File: config.mk
export PLATFORM = sky130hd
export DESIGN_NAME = fp_div_flat
export DESIGN_NICKNAME = d
export VERILOG_FILES = /design/src/rtl/fp_pkg.sv /design/src/rtl/fp_div_if.sv /design/src/rtl/fp_classify.sv /design/src/rtl/fp_div.sv /design/src/flat_wrapper.sv
export SDC_FILE = /design/constraint.sdc
export NUM_CORES = 1
export LEC_CHECK = 0
export CELL_PAD_IN_SITES_DETAIL_PLACEMENT = 1
export CELL_PAD_IN_SITES_GLOBAL_PLACEMENT = 2
export CORE_AREA = 2 2 247 249
export CTS_CLUSTER_SIZE = 10
export DETAILED_ROUTE_END_ITERATION = 16
export DIE_AREA = 0 0 249 251
export HOLD_SLACK_MARGIN = 0.05
export PLACE_DENSITY = 0.85
export REMOVE_ABC_BUFFERS = 1
export SLEW_MARGIN = 25
export SYNTH_ARGS = -nofsm -noshare
export SYNTH_HDL_FRONTEND = slang
export SYNTH_HIERARCHICAL = 1
export SYNTH_SLANG_ARGS = --single-unit
File: constraint.sdc
create_clock -name clk -period 4.8 [get_ports clk]
set_input_delay 0.72 -clock clk [delete_from_list [all_inputs] [get_ports clk]]
set_output_delay 0.72 -clock clk [all_outputs]
set_load 0.005 [all_outputs]
File: src/rtl/fp_pkg.sv
// fp_pkg: shared FPU widths, IEEE constants, divider state enum and flag vector
package fp_pkg;
  localparam int MANTISSA_SIZE = 52;
  localparam int EXPONENT_SIZE = 11;
  localparam int BIAS = 1023;
  localparam logic [63:0] NAN = 64'h7FF8_0000_0000_0000;
  localparam logic [63:0] INFINITY_P = 64'h7FF0_0000_0000_0000;
  localparam logic [63:0] INFINITY_N = 64'hFFF0_0000_0000_0000;
  localparam logic [63:0] ZERO = 64'h0;
  typedef enum logic [1:0] {IDLE, DIV, ROUND, DONE} fp_div_state_t;
  typedef struct packed {
    logic invalid;
    logic divzero;
    logic overflow;
    logic underflow;
    logic inexact;
  } fp_flags_t;
  function automatic int fp_mant(int bw);
    return bw == 32 ? 23 : MANTISSA_SIZE;
  endfunction
  function automatic int fp_exp(int bw);
    return bw == 32 ? 8 : EXPONENT_SIZE;
  endfunction
  function automatic int fp_bias(int bw);
    return bw == 32 ? 127 : BIAS;
  endfunction
  function automatic logic [63:0] fp_nan(int bw);
    return bw == 32 ? 64'h7FC0_0000 : NAN;
  endfunction
  function automatic logic [63:0] fp_inf(int bw, logic s);
    return bw == 32 ? {32'b0, s, 8'hFF, 23'b0} : s ? INFINITY_N : INFINITY_P;
  endfunction
endpackage

File: src/rtl/fp_div_if.sv
// fp_div_if: start/done handshake and operand/result bus of the FP divider
// master: issue side (drives start/in1/in2); slave: divider (drives busy/done/out[/flags])
// FPDIV_FLAGS_EN adds the flags vector
interface fp_div_if #(parameter int BUS_WIDTH = 64);
  logic start;
  logic [BUS_WIDTH-1:0] in1;
  logic [BUS_WIDTH-1:0] in2;
  logic busy;
  logic done;
  logic [BUS_WIDTH-1:0] out;
`ifdef FPDIV_FLAGS_EN
  import fp_pkg::*;
  fp_flags_t flags;
  modport master (output start, in1, in2, input busy, done, out, flags);
  modport slave (input start, in1, in2, output busy, done, out, flags);
`else
  modport master (output start, in1, in2, input busy, done, out);
  modport slave (input start, in1, in2, output busy, done, out);
`endif
endinterface

File: src/rtl/fp_classify.sv
// fp_classify: flags an operand magnitude as zero (denormals flushed), inf or NaN
// mag_i: operand without sign bit; is_zero_o/is_inf_o/is_nan_o: classification
module fp_classify
  import fp_pkg::*;
#(parameter int BUS_WIDTH = 64) (
  input  logic [BUS_WIDTH-2:0] mag_i,
  output logic                 is_zero_o,
  output logic                 is_inf_o,
  output logic                 is_nan_o
);
  localparam int ES = fp_exp(BUS_WIDTH);
  localparam int MS = fp_mant(BUS_WIDTH);
  logic e_max, m_zero;
  assign e_max = &mag_i[BUS_WIDTH-2 -: ES];
  assign m_zero = ~|mag_i[MS-1:0];
  assign is_zero_o = ~|mag_i[BUS_WIDTH-2 -: ES];
  assign is_inf_o = e_max & m_zero;
  assign is_nan_o = e_max & ~m_zero;
endmodule

File: src/rtl/fp_div.sv
// fp_div: sequential IEEE-754 divider, one restoring quotient bit per cycle then RNE round
// clk, rst (sync, active-high); bus: fp_div_if.slave with start/in1/in2 in, busy/done/out out
// FPDIV_FLAGS_EN adds bus.flags = {invalid, divzero, overflow, underflow, inexact}
module fp_div
  import fp_pkg::*;
#(parameter int BUS_WIDTH = 64) (
  input logic     clk,
  input logic     rst,
  fp_div_if.slave bus
);
  localparam int MS = fp_mant(BUS_WIDTH);
  localparam int ES = fp_exp(BUS_WIDTH);
  localparam int BI = fp_bias(BUS_WIDTH);
  localparam int N = MS + 3;
  localparam int CW = $clog2(N + 1);
  localparam logic signed [ES+1:0] EMAX = (ES+2)'(2 * BI + 1);
  fp_div_state_t state_q, state_d;
  logic sign_q, sign_d;
  logic signed [ES+1:0] exp_q, exp_d;
  logic [MS+1:0] rem_q, rem_d;
  logic [MS:0] b_q, b_d;
  logic [N-2:0] quo_q, quo_d;
  logic [CW-1:0] cnt_q, cnt_d;
  logic [BUS_WIDTH-1:0] out_q, out_d;
  logic z1, i1, n1, z2, i2, n2;
  logic sgn, a_lt_b, nan_hit, inf_hit, spec_hit, qbit, g, r, s, inc, carry, ovf, unf;
  logic [MS:0] ma, mb;
  logic [MS+1:0] rem_s;
  logic [MS-1:0] frac_r;
  logic signed [ES+1:0] e1, e2, exp_r;
  logic [BUS_WIDTH-1:0] special, rounded;
  fp_classify #(.BUS_WIDTH(BUS_WIDTH)) u_cls1 (.mag_i(bus.in1[BUS_WIDTH-2:0]), .is_zero_o(z1), .is_inf_o(i1), .is_nan_o(n1));
  fp_classify #(.BUS_WIDTH(BUS_WIDTH)) u_cls2 (.mag_i(bus.in2[BUS_WIDTH-2:0]), .is_zero_o(z2), .is_inf_o(i2), .is_nan_o(n2));
  assign sgn = bus.in1[BUS_WIDTH-1] ^ bus.in2[BUS_WIDTH-1];
  assign ma = {1'b1, bus.in1[MS-1:0]};
  assign mb = {1'b1, bus.in2[MS-1:0]};
  assign a_lt_b = ma < mb;
  assign e1 = {2'b00, bus.in1[BUS_WIDTH-2 -: ES]};
  assign e2 = {2'b00, bus.in2[BUS_WIDTH-2 -: ES]};
  // priority: NaN, then x/0 and inf/x give inf, anything left is +0
  assign nan_hit = n1 | n2 | (i1 & i2) | (z1 & z2);
  assign inf_hit = z2 | i1;
  assign spec_hit = nan_hit | inf_hit | z1 | i2;
  assign special = nan_hit ? BUS_WIDTH'(fp_nan(BUS_WIDTH)) : inf_hit ? BUS_WIDTH'(fp_inf(BUS_WIDTH, sgn)) : BUS_WIDTH'(ZERO);
  assign qbit = rem_q >= {1'b0, b_q};
  assign rem_s = qbit ? rem_q - {1'b0, b_q} : rem_q;
  // integer bit is always 1 and is not kept; quo_q = {fraction, G, R}
  assign g = quo_q[1];
  assign r = quo_q[0];
  assign s = |rem_q;
  assign inc = g & (quo_q[2] | r | s);
  assign {carry, frac_r} = {1'b0, quo_q[N-2:2]} + (MS+1)'(inc);
  assign exp_r = exp_q + $signed({{(ES+1){1'b0}}, carry});
  assign unf = exp_r[ES+1] | ~|exp_r;
  assign ovf = ~exp_r[ES+1] & (exp_r >= EMAX);
  assign rounded = ovf ? BUS_WIDTH'(fp_inf(BUS_WIDTH, sign_q)) : unf ? BUS_WIDTH'(ZERO) : {sign_q, exp_r[ES-1:0], frac_r};
  always_comb begin
    state_d = state_q;
    sign_d = sign_q;
    exp_d = exp_q;
    rem_d = rem_q;
    b_d = b_q;
    quo_d = quo_q;
    cnt_d = cnt_q;
    out_d = out_q;
    case (state_q)
      IDLE: if (bus.start) begin
        sign_d = sgn;
        exp_d = e1 - e2 + (ES+2)'(BI) - (ES+2)'(a_lt_b);
        rem_d = a_lt_b ? {ma, 1'b0} : {1'b0, ma};
        b_d = mb;
        quo_d = '0;
        cnt_d = CW'(N);
        out_d = spec_hit ? special : out_q;
        state_d = spec_hit ? DONE : DIV;
      end
      DIV: begin
        quo_d = {quo_q[N-3:0], qbit};
        rem_d = rem_s << 1;
        cnt_d = cnt_q - CW'(1);
        state_d = cnt_q == CW'(1) ? ROUND : DIV;
      end
      ROUND: begin
        out_d = rounded;
        state_d = DONE;
      end
      DONE: state_d = IDLE;
    endcase
  end
  always_ff @(posedge clk) begin
    if (rst) begin
      state_q <= IDLE;
      sign_q <= 1'b0;
      exp_q <= '0;
      rem_q <= '0;
      b_q <= '0;
      quo_q <= '0;
      cnt_q <= '0;
      out_q <= '0;
    end else begin
      state_q <= state_d;
      sign_q <= sign_d;
      exp_q <= exp_d;
      rem_q <= rem_d;
      b_q <= b_d;
      quo_q <= quo_d;
      cnt_q <= cnt_d;
      out_q <= out_d;
    end
  end
  assign bus.busy = state_q != IDLE;
  assign bus.done = state_q == DONE;
  assign bus.out = out_q;
`ifdef FPDIV_FLAGS_EN
  fp_flags_t flags_q, flags_d;
  always_comb flags_d = (state_q == IDLE && bus.start && spec_hit) ? {nan_hit, ~nan_hit & z2 & ~i1 & ~z1, 3'b000}
                      : state_q == ROUND ? {2'b00, ovf, unf, g | r | s | ovf | unf} : flags_q;
  always_ff @(posedge clk) flags_q <= rst ? '0 : flags_d;
  assign bus.flags = flags_q;
`endif
endmodule

File: src/flat_wrapper.sv
// flat-port wrapper written by rule: the top's interface ports become plain ports
module fp_div_flat import fp_pkg::*;
#(parameter int BUS_WIDTH = 64)
  (clk, rst, bus_start, bus_in1, bus_in2, bus_busy, bus_done, bus_out);
  fp_div_if #(.BUS_WIDTH(BUS_WIDTH)) bus_i ();
  input logic clk;
  input logic rst;
  input wire logic [$bits(bus_i.start)-1:0] bus_start;
  input wire logic [$bits(bus_i.in1)-1:0] bus_in1;
  input wire logic [$bits(bus_i.in2)-1:0] bus_in2;
  output wire logic [$bits(bus_i.busy)-1:0] bus_busy;
  output wire logic [$bits(bus_i.done)-1:0] bus_done;
  output wire logic [$bits(bus_i.out)-1:0] bus_out;
  assign bus_i.start = bus_start;
  assign bus_i.in1 = bus_in1;
  assign bus_i.in2 = bus_in2;
  assign bus_busy = bus_i.busy;
  assign bus_done = bus_i.done;
  assign bus_out = bus_i.out;
  fp_div #(.BUS_WIDTH(BUS_WIDTH)) u_core (.clk(clk), .rst(rst), .bus(bus_i));
endmodule
==> results list <==
* Number of buffers added for setup after CTS: 0
- Sequential share of the synthesized area: 0.278
- Row generation in the floorplan step produced 90 rows.
- Library cell with the largest summed area after synthesis: dfxtp_1
* H-tree level count: 1
* Number of remaining DRC errors: 0
- FILL cells: 7288
* Max Cap Viol: 0
* FFs w/ async S/R, synth: 0
- Of the available clock period, the critical path in the final layout requires 0.950.
* Fraction of layout cells with a size suffix above 1: 0.102
- TritonCTS built the clock tree.
* Cell count after synthesis: 2414
* Commonest cells in the synthesized netlist: nand2_1, dfxtp_1, a21oi_1, nor2_1, inv_1
* Die Area: 62500 µm²
- Based on the critical path, the design can be clocked at up to 219 MHz.
- Max Root-Sink Buffers: 3
- For this design, the CTS-stage hold fixing added 0 buffers.
* Number of synthesized flops with an enable pin: 0
- The worst hold path belongs to the class register to register.
* Placeable Area: 59800 µm²
- Minimum period implied by the final worst setup slack: 4.56 ns
* Post-synthesis instance area: 17800 µm²
- Total count of hold-check failures in the final report: 0
* Clock latency on the worst-skew pair: 0.60 ns
* Pwr Density: 406 nW/µm²
- Overall Global Routing Usage: 0.205
* Die height: 251 µm
- CP Class: register to register
- Final hold analysis gives a worst-case slack of 0.456 ns.
- Antenna Violating Nets Remaining: 0
- Flip-flop cell with the highest count after synthesis: dfxtp_1
- The congestion estimate from routability-driven global placement came to 0.926.
- Clock slew at the register clock pins of the worst setup and hold paths: 0.06 ns
* Leakage power total: 9.09 nW
- After the last flow step, the layout net total stands at 2926.
- Once detailed placement completed, the half-perimeter wirelength came to 50.9 mm.
- After detailed routing, the number of vias per cell comes to 5.36.
- Among all cell types in the netlist, the one instantiated most often is nand2_1.
- Summing internal, switching and leakage power gives 9.14 mW.
- Start point of the critical path: u_core/quo_q[20]
- Setup violations remaining at the end of the flow were counted as 0.
- After detailed routing, the average wire length per cell comes to 19.1 µm.
* Crit end category: register
* Global-route wire length before repair: 105 mm
* Worst setup SP type: register
* Maximum clock skew at final layout: 0.0205 ns
- The number of global-route vias before repair is 19200.
- Summed over all layers, the global routing overflow is 0.
- Initial core utilization: 0.298
* Critical path required time: 5.23 ns
- The flow ran to the end, and the final reports show no timing, DRC or antenna violations.
- VDD sags by at most 0.000301 V.
- After routing the design area is 22500 µm².
* Vias after detailed routing: 18500
- CTS saw 247 sinks.
- Headroom to the max-slew limit came out at 0.301.
- Summing all placed instances gives a cell area of 21400 µm².
- Counting the buffers created by CTS gives 31.
- Horiz. Die Dim: 249 µm
* Arrival time of the worst setup path: 4.99 ns
- Register bit total from synthesis: 247
- Area Growth Syn to Fin: 26.5%
* Area fraction of the dominant cell type after synthesis: 0.278
* Top-level port count: 197
* Biggest fanout along the worst timing path: 51
- Mapped Avg Cell Area: 7.37 µm²
- By area the synthesized netlist is led by dfxtp_1, ha_1, nand2_1.
- The netlist uses 86 different library cells.
* Beginning of the worst register-to-register path: u_core/quo_q[20]
- For the pin with the worst max-slew slack, the measured transition is 1.04 ns.
- Before antenna repair, the detailed router went through 6 iterations.
- For this run, the number of Yosys warnings is 6.
- I/O Buffers: 196
* Final count of pins violating max slew: 0
- Hold wc startpoint: u_core/b_q[13]
- The initial antenna violation count came to 3.
* Buffer type at the clock tree root: clkbuf_16
* Iter 0 DRT Violations: 895
- Overall routed net length: 66.2 mm
* Pin count of the biggest net entering global routing: 187
flip-flops by register name, indices dropped and copies added (netlist names):
register and count:
u_core/bus.out 64, u_core/quo_q 54, u_core/rem_q 54, u_core/b_q 53
u_core/exp_q 13, u_core/cnt_q 6, u_core/state_q 2, u_core/sign_q 1
layer usage:
metal | up-vias | GRT usage | wire length (µm)
met2 | 370 | 0.362 | 31600
met4 | 4 | 0.0506 | 1640
met5 | - | 0 | 29
li1 | 9066 | - | -
met1 | 9003 | 0.268 | 30500
met3 | 84 | 0.0227 | 2400
final timing paths:
check	end	slack, ns	cells after the start
setup / recovery	u_core/bus.out[17]	0.24	19
hold / removal	u_core/b_q[13]	0.46	2
setup reg to reg	u_core/bus.out[17]	0.24	19
hold reg to reg	u_core/b_q[13]	0.46	2
report_power, final:
part | internal, mW | total [mW] | switching [mW]
registers | 2.23 | 2.44 | 0.219
logic | 1.75 | 4.46 | 2.72
clock network | 1.31 | 2.23 | 0.919
total | 5.28 | 9.14 | 3.85
worst max-delay path: stages (launching register included):
cell     delay [ns]
dfxtp_1        0.41
and4_1         0.29
nand3_1        0.14
nor4_2         0.30
buf_4          0.16
nand3_1        0.08
or4_1          0.60
nor2_2         0.19
ha_1           0.17
ha_1           0.18
nand3_2        0.15
nor2_4         0.20
xor2_2         0.20
nand4_1        0.13
o41ai_2        0.41
inv_1          0.06
and2_2         0.22
buf_12         0.18
a22oi_1        0.20
nor2_1         0.07
through the flow:
step | util | setup WS [ns] | std cells | setup TNS, ns
after floorplan | - | -0.924 | 2266 | -6.58
after global placement | 0.358 | -0.537 | 3409 | -2.91
after global routing | 0.376 | -0.0466 | 3458 | -0.345
after CTS | 0.374 | 0.0358 | 3458 | 0
final | 0.376 | 0.241 | 3459 | 0
after detailed placement | 0.359 | -0.672 | 3409 | -3.79
kinds of logic after synthesis:
family                   count (synthesis)  synth area share
AO/OA/AOI/OAI                          653             0.235
XOR/XNOR                               115            0.0566
adder cells (fa/ha/maj)                135            0.0962
buffers and inverters                  299            0.0679
flip-flops                             247             0.278
multiplexers                            38            0.0217
AND/OR/NAND/NOR                        927             0.245
layout by cell type, fill, tap and decap left out, types with 10 or more instances in the layout:
cell type,n
a211oi_1,17
a21o_1,48
a21oi_1,237
a22oi_1,50
a311o_1,20
a31oi_1,33
and2_1,16
and3_1,35
buf_4,160
clkbuf_16,31
clkdlybuf4s50_1,194
dfxtp_1,243
ha_1,132
inv_1,150
mux2i_1,33
nand2_1,368
nand2b_1,11
nand3_1,107
nand4_1,46
nor2_1,173
nor2b_1,17
nor3_1,43
nor4_1,51
o211ai_1,12
o21a_1,17
o21ai_0,91
o21bai_1,18
o22ai_1,17
o31ai_1,10
or3_1,11
xnor2_1,66
xor2_1,47
area by class of cell:
| cell class | count | area [µm²] | area share |
|---|---|---|---|
| sequential | 247 | 4950 | 0.220 |
| antenna | 1 | 2.50 | 0.000111 |
| clock buffer | 42 | 837 | 0.0372 |
| multi-input combinational | 1868 | 11800 | 0.524 |
| timing repair buffer | 361 | 3270 | 0.145 |
| clock inverter | 7 | 100 | 0.00445 |
| inverter | 151 | 567 | 0.0252 |
| tap | 782 | 978 | 0.0435 |
what timing repair did:
item                                    CTS  global route
endpoints found under the hold margin     0             0
gates resized for setup                   1            33
pin swaps                                 0             8
endpoints found under the setup margin    2            68
Note: power is estimated with default switching activity, not from simulation.
